<file path="config.mk">
export PLATFORM = sky130hd
export DESIGN_NAME = piso_serializer
export DESIGN_NICKNAME = d
export VERILOG_FILES = /design/src/rtl/piso_serializer.sv
export SDC_FILE = /design/constraint.sdc
export NUM_CORES = 1
export LEC_CHECK = 0
export CAP_MARGIN = 10
export CELL_PAD_IN_SITES_DETAIL_PLACEMENT = 0
export CELL_PAD_IN_SITES_GLOBAL_PLACEMENT = 2
export CORE_ASPECT_RATIO = 0.7
export CORE_MARGIN = 3
export CORE_UTILIZATION = 35
export CTS_CLUSTER_SIZE = 8
export DETAILED_ROUTE_END_ITERATION = 10
export DONT_BUFFER_PORTS = 1
export GPL_TIMING_DRIVEN = 0
export MAX_ROUTING_LAYER = met4
export PLACE_DENSITY = 0.73
export REMOVE_ABC_BUFFERS = 1
export SLEW_MARGIN = 10
export SYNTH_ARGS = -nofsm -noshare
export SYNTH_HDL_FRONTEND = slang
export SYNTH_SLANG_ARGS = --single-unit
</file>
<file path="constraint.sdc">
create_clock -name CLK -period 1.5 [get_ports CLK]
set_input_delay 0.3 -clock CLK [delete_from_list [all_inputs] [get_ports CLK]]
set_output_delay 0.3 -clock CLK [all_outputs]
set_load 0.01 [all_outputs]
</file>
<file path="src/rtl/piso_serializer.sv">
// Parallel-in serial-out shift register: sends a WIDTH-bit word one bit per clock
// on SOUT, with a registered complement and valid/last-bit framing flags.
module piso_serializer #(
  parameter int WIDTH     = 8,
  parameter bit MSB_FIRST = 1'b1
) (
  input  logic             CLK,
  input  logic             RST_N,
  input  logic [WIDTH-1:0] DIN,
  input  logic             LOAD_VALID,
  output logic             LOAD_READY,
  output logic             SOUT,
  output logic             SOUT_BAR,
  output logic             SVALID,
  output logic             DONE
);

  localparam int CNT_W = $clog2(WIDTH);

  typedef enum logic {
    IDLE,
    SHIFT
  } state_t;

  state_t           state;
  logic [WIDTH-1:0] shreg;
  logic [CNT_W-1:0] cnt;

  logic             last_bit;
  logic             accept;
  logic             first_bit;
  logic             next_bit;
  logic [WIDTH-1:0] load_rest;
  logic [WIDTH-1:0] shift_rest;

  assign last_bit   = (state == SHIFT) && (cnt == CNT_W'(WIDTH - 1));
  assign LOAD_READY = (state == IDLE) || last_bit;
  assign accept     = LOAD_VALID && LOAD_READY;

  // The first bit goes straight to SOUT at the accepting edge, so the shift
  // register only ever holds the bits still to be sent, moved toward the output end.
  assign first_bit  = MSB_FIRST ? DIN[WIDTH-1]   : DIN[0];
  assign next_bit   = MSB_FIRST ? shreg[WIDTH-1] : shreg[0];
  assign load_rest  = MSB_FIRST ? {DIN[WIDTH-2:0], 1'b0}   : {1'b0, DIN[WIDTH-1:1]};
  assign shift_rest = MSB_FIRST ? {shreg[WIDTH-2:0], 1'b0} : {1'b0, shreg[WIDTH-1:1]};

  // NOTE: sequential state uses non-blocking assignments so every register
  // samples pre-edge values regardless of statement order.
  always_ff @(posedge CLK or negedge RST_N) begin
    if (!RST_N) begin
      state    <= IDLE;
      shreg    <= '0;
      cnt      <= '0;
      SOUT     <= 1'b0;
      SOUT_BAR <= 1'b1;
      SVALID   <= 1'b0;
      DONE     <= 1'b0;
    end else if (accept) begin
      state    <= SHIFT;
      shreg    <= load_rest;
      cnt      <= '0;
      SOUT     <= first_bit;
      SOUT_BAR <= ~first_bit;
      SVALID   <= 1'b1;
      DONE     <= 1'b0;
    end else if (state == SHIFT && !last_bit) begin
      shreg    <= shift_rest;
      cnt      <= cnt + 1'b1;
      SOUT     <= next_bit;
      SOUT_BAR <= ~next_bit;
      // DONE is registered, so it rises together with the bit at index WIDTH-1.
      DONE     <= (cnt == CNT_W'(WIDTH - 2));
    end else if (state == SHIFT) begin
      // Last bit sent with no follow-on word: SOUT/SOUT_BAR keep their value.
      state  <= IDLE;
      cnt    <= '0;
      SVALID <= 1'b0;
      DONE   <= 1'b0;
    end
  end

endmodule

</file>
==> impl_results.md <==
- Data arrival, critical path: 1.23 ns
- Area taken by multi-input logic gates: 374.1 µm²
- Actual slew at the worst max-slew pin: about 0.65 ns
- Internal power consumption: 1030 µW
- TritonCTS Buffers: 3
- Endpoint of the most critical register-to-register path: shreg[7]
- Power share of the combinational group: 38.8%
- Tot GR Track Use: around 11%
- Share of the core filled with cells: a little over two fifths
- TritonCTS clock tree: done
- Cell family contributing the most delay on the critical path: flip-flops
- Fraction of registers with async set or reset after synthesis: 100.0%
- Number of buffers and inverters on the critical path: 0
- Horizontal die dimension: 61.68 µm
- Number of H-tree levels: 1
- Synth-to-Final Area Change: 10.71%
- Reg clk slew, reported paths: 0.09 ns
- Std cell rows: 13
- Top_reg_cell synth: dfrtp_1
- Share of cells above drive strength 1: 40.32%
- Final Critical Period: 1.527 ns
- Final Non-Filler Cells: 84
- Total wirelength of the detailed-routed design: 1247 µm
- Worst path max stage delay: slightly above 0.4 ns
- HPWL after DPL: approximately 810 µm
- Share of total power consumed by net switching: 31.97%
- Max-capacitance violation count: 0
- Master of the slowest instance on the critical path: dfrtp_1
- Proportion of synthesized chip area in sequential cells: 49.59%
- Reg2Reg Launch Point: cnt[1]
- Number of max-slew violations in the final report: 0
- Count of cell types in the netlist: 24
- FF+latch count, synth: 15
- Top post-synthesis cells by area: dfrtp_1 46%, mux2_2 18%, ha_1 4.9%, nand2b_1 4.1%, mux2_4 4.0%
- Relative max-transition margin: between 50% and 60%
- Result of the run: finished, violations left
- Ports: 16
- GR Overflow Total: 0
- Power Dens Cells: 1800 nW/µm²
- Critical Path End: LOAD_READY
- Effective utilization at floorplan: 38.91%
- Power spent charging and discharging nets: around 480 µW
- Via count of the first global-routing pass: ~460
- Core outline area: 1952 µm²
- Number of clock sinks: 15
- Endpoint class of the critical path: output pin
- Full die area: 2774 µm²
- Startpoint Class: flip-flop
- Post-synth top area share: between 40% and 50%
- Setup repair after global routing missed its margin: yes
- Global placer's final weighted congestion: 0.7606
- Highest attainable clock frequency: 0.6549 GHz
- Buffer depth of the longest clock path: 2
- Filler instances: 200
- Warnings, synthesis: 0
- Maximum VDD drop: 0.6422 mV
- Total placed cells including tap cells: 75
- First-iteration detailed-routing DRC count: 6
- Final Hold Viols: 0
- Antenna Violating Nets Remaining: 0
- Library cell occupying the most area in the post-synthesis netlist: dfrtp_1
- Share of the clock period used by the worst path: 101.8%
- Diodes inserted: 0
- Worst Path Required: 1.20 ns
- Post-route setup TNS: -0.02701 ns
- Number of vias per cell: approximately 5.2
- Worst setup margin: -0.02701 ns
- Final-stage net count: 77
- Sequential Power Share: about 46%
- Reported leakage power: 0.0003969 µW
- Number of antenna violations at the first check in global routing: 0
- Total vias in the final route: 440
- Logic depth of the worst path, buffers included: 3
- Cells on worst reg2reg path: 4
- Launching element of the worst setup path: cnt[1]
- DRC violation count after routing: 0
- Critical-path cell list: ha_2 > ha_4 > nand2b_4
- Average instance area after synthesis: 13.32 µm²
- Largest fanout on the critical path: 7
- Pin count of the biggest net entering global routing: 16
- Number of synthesized flops with an enable pin: 0
- Worst Path Class, Setup: flip-flop to output pin
- Reg2Reg Setup Slack: approximately 0.11 ns
- Clk Tree Root Cell: clkbuf_4
- Setup Viol. Count Final: 1
- Register Area: roughly 380 µm²
- Min-delay worst type: input pin to flip-flop
- First-pass DRT Iterations: 2
- Failing checks: negative setup slack
- Number of I/O port buffers: 0
- Vert. Die Dim: 44.98 µm
- Syn Inst Count: 57
- Post-Route Skew: ~0.0062 ns
- Fraction of power consumed by the clock network: 14.8%
- Insertion delay of the later-clocked pin in the worst-skew pair: 0.28 ns
- Netlist area before placement: 759.5 µm²
- WL per Instance: 14.85 µm
- First-pass GRT wire length: just over 2000 µm
==> cell usage after synthesis, drive strengths merged, types with 2 or more instances <==
cell type,n
buf,4
dfrtp,14
ha,3
mux2,14
nand2b,5
nor2,2
==> kinds of logic (layout without fill, tap and decap cells) <==
logic type	Yosys count	count (layout)	share of synthesized area [%]
AOI/OAI and AO/OA	8	8	7.909
muxes	14	14	21.75
DFF	15	15	49.59
and+or+nand+nor	12	13	9.887
adders and majority gates	3	3	4.943
buffers and inverters	5	9	5.929
==> cell type report <==
cell class                 count  area share (%)
clock buffer                   4           3.125
inverter                       1          0.4464
multi-input combinational     38           44.49
sequential                    15           44.79
tap                           22           3.274
timing repair buffer           4           3.869
==> power by group through the flow <==
stage | clock network, µW | registers, µW | logic (µW)
floorplan | 0 | 674 | 407
global placement | 0 | 704 | 460
detailed placement | 0 | 704 | 477
CTS | 235 | 701 | 591
global route | 258 | 729 | 667
finish | 225 | 701 | 588
==> layer usage <==
metal,GRT usage (%),vias up,wire (µm)
met2,14.20,14,483
met1,14.59,211,646
met3,6.000,2,108
met4,2.542,0,8
li1,-,213,-
met5,-,-,0
==> state kept, by name (all words and copies together), names as in the netlist <==
register / flops
cnt: 3
shreg: 7
SVALID: 1
state: 1
SOUT: 1
DONE: 1
SOUT_BAR: 1
==> how the worst min path moves through the flow <==
stage,startpoint,end,cells after the start
final,LOAD_VALID,cnt[0],1
after global routing,LOAD_VALID,cnt[0],1
after CTS,LOAD_VALID,cnt[0],1
after detailed placement,RST_N,DONE,0
after global placement,RST_N,SOUT,0
after floorplan,RST_N,DONE,0
==> layout by cell type, fill, tap and decap left out <==
master,n
dfrtp_1,14
nor2b_1,1
a22o_1,1
a32o_1,1
o22ai_1,1
ha_4,1
dlygate4sd3_1,1
a21o_1,1
ha_2,1
o21ai_0,1
or2b_1,1
nor2_1,2
inv_1,1
and2_1,1
a31oi_1,1
dfstp_2,1
mux2_4,2
and3b_1,1
ha_1,1
mux2_2,12
nand2b_1,4
o22a_1,1
nand3b_1,1
clkbuf_4,3
clkbuf_1,1
a21boi_0,1
nand2b_4,2
buf_4,3
==> stage by stage <==
| stage | power (µW) | setup WS, ns | hold WS [ns] | cell area (µm²) |
|---|---|---|---|---|
| 2_1_floorplan | 1082 | -0.1539 | 0.004409 | 718.2 |
| 5_1_grt | 1654 | -0.08966 | 0.08567 | 840.8 |
| 3_3_place_gp | 1164 | -0.3796 | 0.004974 | 745.7 |
| 3_5_place_dp | 1181 | -0.3795 | 0.004845 | 745.7 |
| 6_report | 1514 | -0.02701 | 0.1077 | 840.8 |
| 4_1_cts | 1527 | -0.04238 | 0.09657 | 835.8 |
==> timing repair <==
item | in CTS | in global routing
endpoints found under the setup margin | 13 | 2
gates cloned | 1 | 0
buffers inserted | 3 | 0
gates resized for setup | 5 | 1
hold buffers | 1 | 0
pin swaps | 1 | 1
hold endpoints to repair | 15 | 0
Power figures use the tool's default switching activity.
